**src/rtl/ecc_pkg.sv**
```systemverilog
// rtl/ecc_pkg.sv - shared constants and unloader state encoding for the ECC datapath
package ecc_pkg;

    localparam int SIZE          = 32;
    localparam int NIB_W         = 4;
    localparam int NIBS_PER_WORD = SIZE / NIB_W;
    localparam int CNT_W         = $clog2(NIBS_PER_WORD);

    typedef enum logic [1:0] {
        IDLE   = 2'd0,
        SEND_X = 2'd1,
        SEND_Y = 2'd2,
        DONE   = 2'd3
    } unl_state_t;

endpackage

```
**src/rtl/ecc_nibble_piso.sv**
```systemverilog
// rtl/ecc_nibble_piso.sv - parallel-load register that shifts right one nibble per shift enable
module ecc_nibble_piso
    import ecc_pkg::*;
#(
    parameter int W  = SIZE,
    parameter int NW = NIB_W
) (
    input  logic          clk,
    input  logic          rst,
    input  logic          clear,
    input  logic          load,
    input  logic          shift,
    input  logic [W-1:0]  d,
    output logic [NW-1:0] nib
);

    logic [W-1:0] sh;

    // clear outranks load so an abort always leaves the register empty
    always_ff @(posedge clk or posedge rst) begin
        if (rst) begin
            sh <= '0;
        end else if (clear) begin
            sh <= '0;
        end else if (load) begin
            sh <= d;
        end else if (shift) begin
            sh <= {{NW{1'b0}}, sh[W-1:NW]};
        end
    end

    assign nib = sh[NW-1:0];

endmodule

```
**src/rtl/ecc_result_unloader.sv**
```systemverilog
// rtl/ecc_result_unloader.sv - captures kP x/y result words and streams them out LSB-first as nibbles
module ecc_result_unloader #(
    parameter int SIZE  = 32,
    parameter int NIB_W = 4
) (
    input  logic             i_clk,
    input  logic             i_rst,
    input  logic             i_done,
    input  logic [SIZE-1:0]  i_out_x,
    input  logic [SIZE-1:0]  i_out_y,
    input  logic             i_flush,
    input  logic             i_ready,
    output logic [NIB_W-1:0] o_nibble,
    output logic             o_valid,
    output logic             o_sel_y,
    output logic             o_first,
    output logic             o_last,
    output logic             o_busy,
    output logic             o_done,
    output logic             o_overrun
);

    import ecc_pkg::*;

    localparam int NIBS = SIZE / NIB_W;
    localparam int CW   = $clog2(NIBS);
    localparam logic [CW-1:0] CNT_LAST = CW'(NIBS - 1);

    unl_state_t       state;
    logic [CW-1:0]    cnt;
    logic             overrun_q;
    logic [NIB_W-1:0] nib_x;
    logic [NIB_W-1:0] nib_y;
    logic             load;
    logic             shift_x;
    logic             shift_y;

    assign load    = (state == IDLE) && i_done && !i_flush;
    assign shift_x = (state == SEND_X) && i_ready;
    assign shift_y = (state == SEND_Y) && i_ready;

    ecc_nibble_piso #(.W(SIZE), .NW(NIB_W)) u_piso_x (
        .clk   (i_clk),
        .rst   (i_rst),
        .clear (i_flush),
        .load  (load),
        .shift (shift_x),
        .d     (i_out_x),
        .nib   (nib_x)
    );

    ecc_nibble_piso #(.W(SIZE), .NW(NIB_W)) u_piso_y (
        .clk   (i_clk),
        .rst   (i_rst),
        .clear (i_flush),
        .load  (load),
        .shift (shift_y),
        .d     (i_out_y),
        .nib   (nib_y)
    );

    always_ff @(posedge i_clk or posedge i_rst) begin
        if (i_rst) begin
            state     <= IDLE;
            cnt       <= '0;
            overrun_q <= 1'b0;
        end else begin
            // a done dropped by a same-cycle flush is not an overrun
            overrun_q <= i_done && !i_flush && (state != IDLE);
            if (i_flush) begin
                state <= IDLE;
                cnt   <= '0;
            end else begin
                case (state)
                    IDLE: begin
                        if (i_done) begin
                            state <= SEND_X;
                            cnt   <= '0;
                        end
                    end
                    SEND_X: begin
                        if (i_ready) begin
                            if (cnt == CNT_LAST) begin
                                state <= SEND_Y;
                                cnt   <= '0;
                            end else begin
                                cnt <= cnt + 1'b1;
                            end
                        end
                    end
                    SEND_Y: begin
                        if (i_ready) begin
                            if (cnt == CNT_LAST) begin
                                state <= DONE;
                                cnt   <= '0;
                            end else begin
                                cnt <= cnt + 1'b1;
                            end
                        end
                    end
                    DONE: begin
                        state <= IDLE;
                    end
                    default: begin
                        state <= IDLE;
                    end
                endcase
            end
        end
    end

    // stream flags decode from state and cnt only, never from i_ready
    assign o_valid   = (state == SEND_X) || (state == SEND_Y);
    assign o_sel_y   = (state == SEND_Y);
    assign o_first   = (state == SEND_X) && (cnt == '0);
    assign o_last    = (state == SEND_Y) && (cnt == CNT_LAST);
    assign o_busy    = (state != IDLE);
    assign o_done    = (state == DONE);
    assign o_overrun = overrun_q;
    assign o_nibble  = (state == SEND_X) ? nib_x :
                       (state == SEND_Y) ? nib_y : '0;

endmodule

```
**config.mk**
```make
export PLATFORM = sky130hd
export DESIGN_NAME = ecc_result_unloader
export DESIGN_NICKNAME = d
export VERILOG_FILES = /design/src/rtl/ecc_pkg.sv /design/src/rtl/ecc_nibble_piso.sv /design/src/rtl/ecc_result_unloader.sv
export SDC_FILE = /design/constraint.sdc
export NUM_CORES = 1
export LEC_CHECK = 0
export BUFFER_PORTS_ARGS = -buffer_cell sky130_fd_sc_hd__buf_2
export CORE_UTILIZATION = 35
export DETAILED_ROUTE_END_ITERATION = 16
export SKIP_CTS_REPAIR_TIMING = 1
export SLEW_MARGIN = 10
export SYNTH_ARGS = -nofsm -noshare
export SYNTH_HDL_FRONTEND = slang
export SYNTH_HIERARCHICAL = 1
export SYNTH_SLANG_ARGS = --single-unit
```
**constraint.sdc**
```tcl
create_clock -name i_clk -period 3.9 [get_ports i_clk]
set_input_delay 0.195 -clock i_clk [delete_from_list [all_inputs] [get_ports i_clk]]
set_output_delay 0.195 -clock i_clk [all_outputs]
set_load 0.02 [all_outputs]
```
==> flow_summary.toml <==
[hold_path]
worst_hold_path_type = "input pin to register"
hp-start = "i_out_y[28]"

[yosys]
synth.most_common_cell = "dfrtp_1"
synth_compound_area_frac = 0.138
synth_fp_nets = 430
synthXorXnorAreaFrac = 0
ys_types = 27
yosys_warnings = 6
muxShareOfSynthArea = 0.155
synth_edf_count = 0
syn_area_per_cell_um2 = 10.8
synthCells = 353
yosysSeqAreaShare = 0.458
yosys.area_share.simple = 0.152
synth_common_cells = "dfrtp_1, mux2i_1, nor2b_1"
synth-seq-cells = 70
ys_async_sr_fraction = 1.00
synth_top_family_by_area = "multiplexers"
syn_area_mm2 = 0.00382
synthAdderAreaFrac = 0.0262
ys.flop_type = "dfrtp_1"
synth_top_area_frac = 0.458
synthTopCellsByArea = "dfrtp_1, mux2i_1, a211oi_1"
yosys.area.top_type = "dfrtp_1"

[clock_network]
cts_buffers = 9
path_clk_slew_ns = 0.09
htree_levels = 3
tritoncts = "yes"
clock_latency_ns = 0.34
root_buffer = "clkbuf_8"
clk_path_buf_depth = 2
clock-sinks = 70

[critical_path]
critPathLaunchType = "register"
cp_num_buf_inv = 1
critPathMaxStageDelay_ns = 0.84
critPathLaunch = "state[1]"
crit_path_top_delay_cell = "and2_2"
cp-end-kind = "register"
path_cells = "inv_1 > ha_1 > and2_2 > mux2i_1 > a211oi_1"
path_max_fanout = 32
path_class = "register to register"
r2r-start = "state[1]"
required_ns = 4.15
path_delay_family = "simple AND/OR/NAND/NOR gates"
critical_path_arrival_ns = 2.54

[placed_design]
gp_congestion = 0.792
io_buffer_count = 79
dp_hpwl_mm = 5.81
pre_cts_ws_ns = 1.58
placedCellCount = 537

[power_and_ir_drop]
p_leak_uw = 0.00188
total_power_uw = 2330
power.density_mw_per_mm2 = 529
vdd_ir_drop_max_mv = 0.172

[flow_run]
cap_viol_max_count = 0

[cells_and_area]
nNetsFinal = 490
ff_latch_area_mm2 = 0.00175
fillers = 1074
final_cells = 555
area_growth_pct = 15.4
multiInputGateArea_mm2 = 0.00181
drive_gt1_frac = 0.251

[route]
drt_wl_total_mm = 8.73
ant_nets = 0
drc = 0
wl_per_cell_um = 15.7
drtIter0Drc = 113
vias = 2799
first_pass_iters = 4
routed_via_density = 5.04

[grt]
antenna_found_initial = 1
grt_max_degree = 73
grt-ovfl-total = 0
grt_usage = 0.162
grt_pass1_vias = 2851
grt_pass1_wl_mm = 14.4

[timing]
setup_viol = 0
layout_setup_ws_ns = 1.61
drv_slew = 0
relSlewSlack = 0.380
hold_violations = 0
fmax_mhz = 437
rsz0062_at_grt = "no"
tightestPinTransition_ns = 0.930
min_period_ns = 2.29
period_share = 0.587
tns_ns = 0
finalClockSkew_ns = 0.0113

[floorplanning]
core_mm2 = 0.0105
pin_count = 80
start_util = 0.365
die_h_um = 107
chipWidth_um = 107
die_area_mm2 = 0.0113
rows = 37

[status]
status = "complete, no violations"
placed cells by master, fill, tap and decap left out, types with 2 or more instances in the layout:
master      Yosys  layout
nor2b_1        57      57
inv_2           2       2
buf_4           8       5
ha_1            8       8
inv_1           8       8
nand2_1        15      15
clkinv_4        0       2
dfrtp_1        70      70
or2b_1          2       2
clkinvlp_4      0       2
a21oi_1        11      11
buf_2           6      79
o21ai_0         5       5
and2_2          0       2
nor2_1          3       3
clkbuf_8        0       9
a22o_1          2       2
a211oi_1       56      56
or3b_1          8       8
mux2i_1        58      58
where the power goes:
part,internal (uW),total [uW],switching (uW)
sequential,869,963,93.1
clock,300,594,294
combinational,343,778,434
total,1510,2330,821
kinds of logic (layout without fill, tap and decap cells):
kind of cell	count (synthesis)	after routing
other	0	1
and+or+nand+nor	95	95
buffers and inverters	46	111
muxes	59	59
AOI/OAI and AO/OA	75	75
DFF	70	70
adders and majority gates	8	8
registers in the layout, indices dropped and copies added (netlist names):
name and count:
o_overrun 1, u_piso_y/sh 32, u_piso_x/sh 32, state 2
cnt 3
per-stage QoR:
| step | cell area [um^2] | utilization | hold WS (ns) |
|---|---|---|---|
| floorplan | 3820 | - | -0.0140 |
| global placement | 4200 | 0.402 | 0.152 |
| detailed placement | 4200 | 0.402 | 0.151 |
| CTS | 4400 | 0.421 | -0.228 |
| global route | 4410 | 0.422 | 0.0711 |
| finish | 4410 | 0.422 | 0.0822 |
layer usage:
layer | vias to the layer above | GRT usage | wire (um)
li1 | 1366 | - | -
met1 | 1360 | 0.230 | 4230
met2 | 68 | 0.248 | 4040
met3 | 5 | 0.0368 | 409
met4 | 0 | 0.0411 | 45
met5 | - | 0 | 0
path summary, 6_finish.rpt:
check / to / slack (ns) / cells past startpoint
max: u_piso_x/sh[22] / 1.61 / 5
min: u_piso_y/sh[28] / 0.08 / 3
max reg2reg: u_piso_x/sh[22] / 1.61 / 5
min reg2reg: cnt[1] / 0.59 / 2
max in group asynchronous: u_piso_x/sh[29] / 3.06 / 4
min in group asynchronous: cnt[2] / 0.36 / 3
area by class of cell:
cell class,instances,area share
multi-input cells,237,0.410
flip-flops and latches,70,0.397
repair buffers,85,0.100
well taps,136,0.0386
clock buffers,10,0.0289
clock inverters,6,0.0162
inverters,10,0.00851
diodes,1,0.000567
tightest hold or removal path, stage by stage:
cell and delay [ns]:
buf_2 0.09, nand2_1 0.05, a21oi_1 0.05
Note: power is estimated with default switching activity, not from simulation.
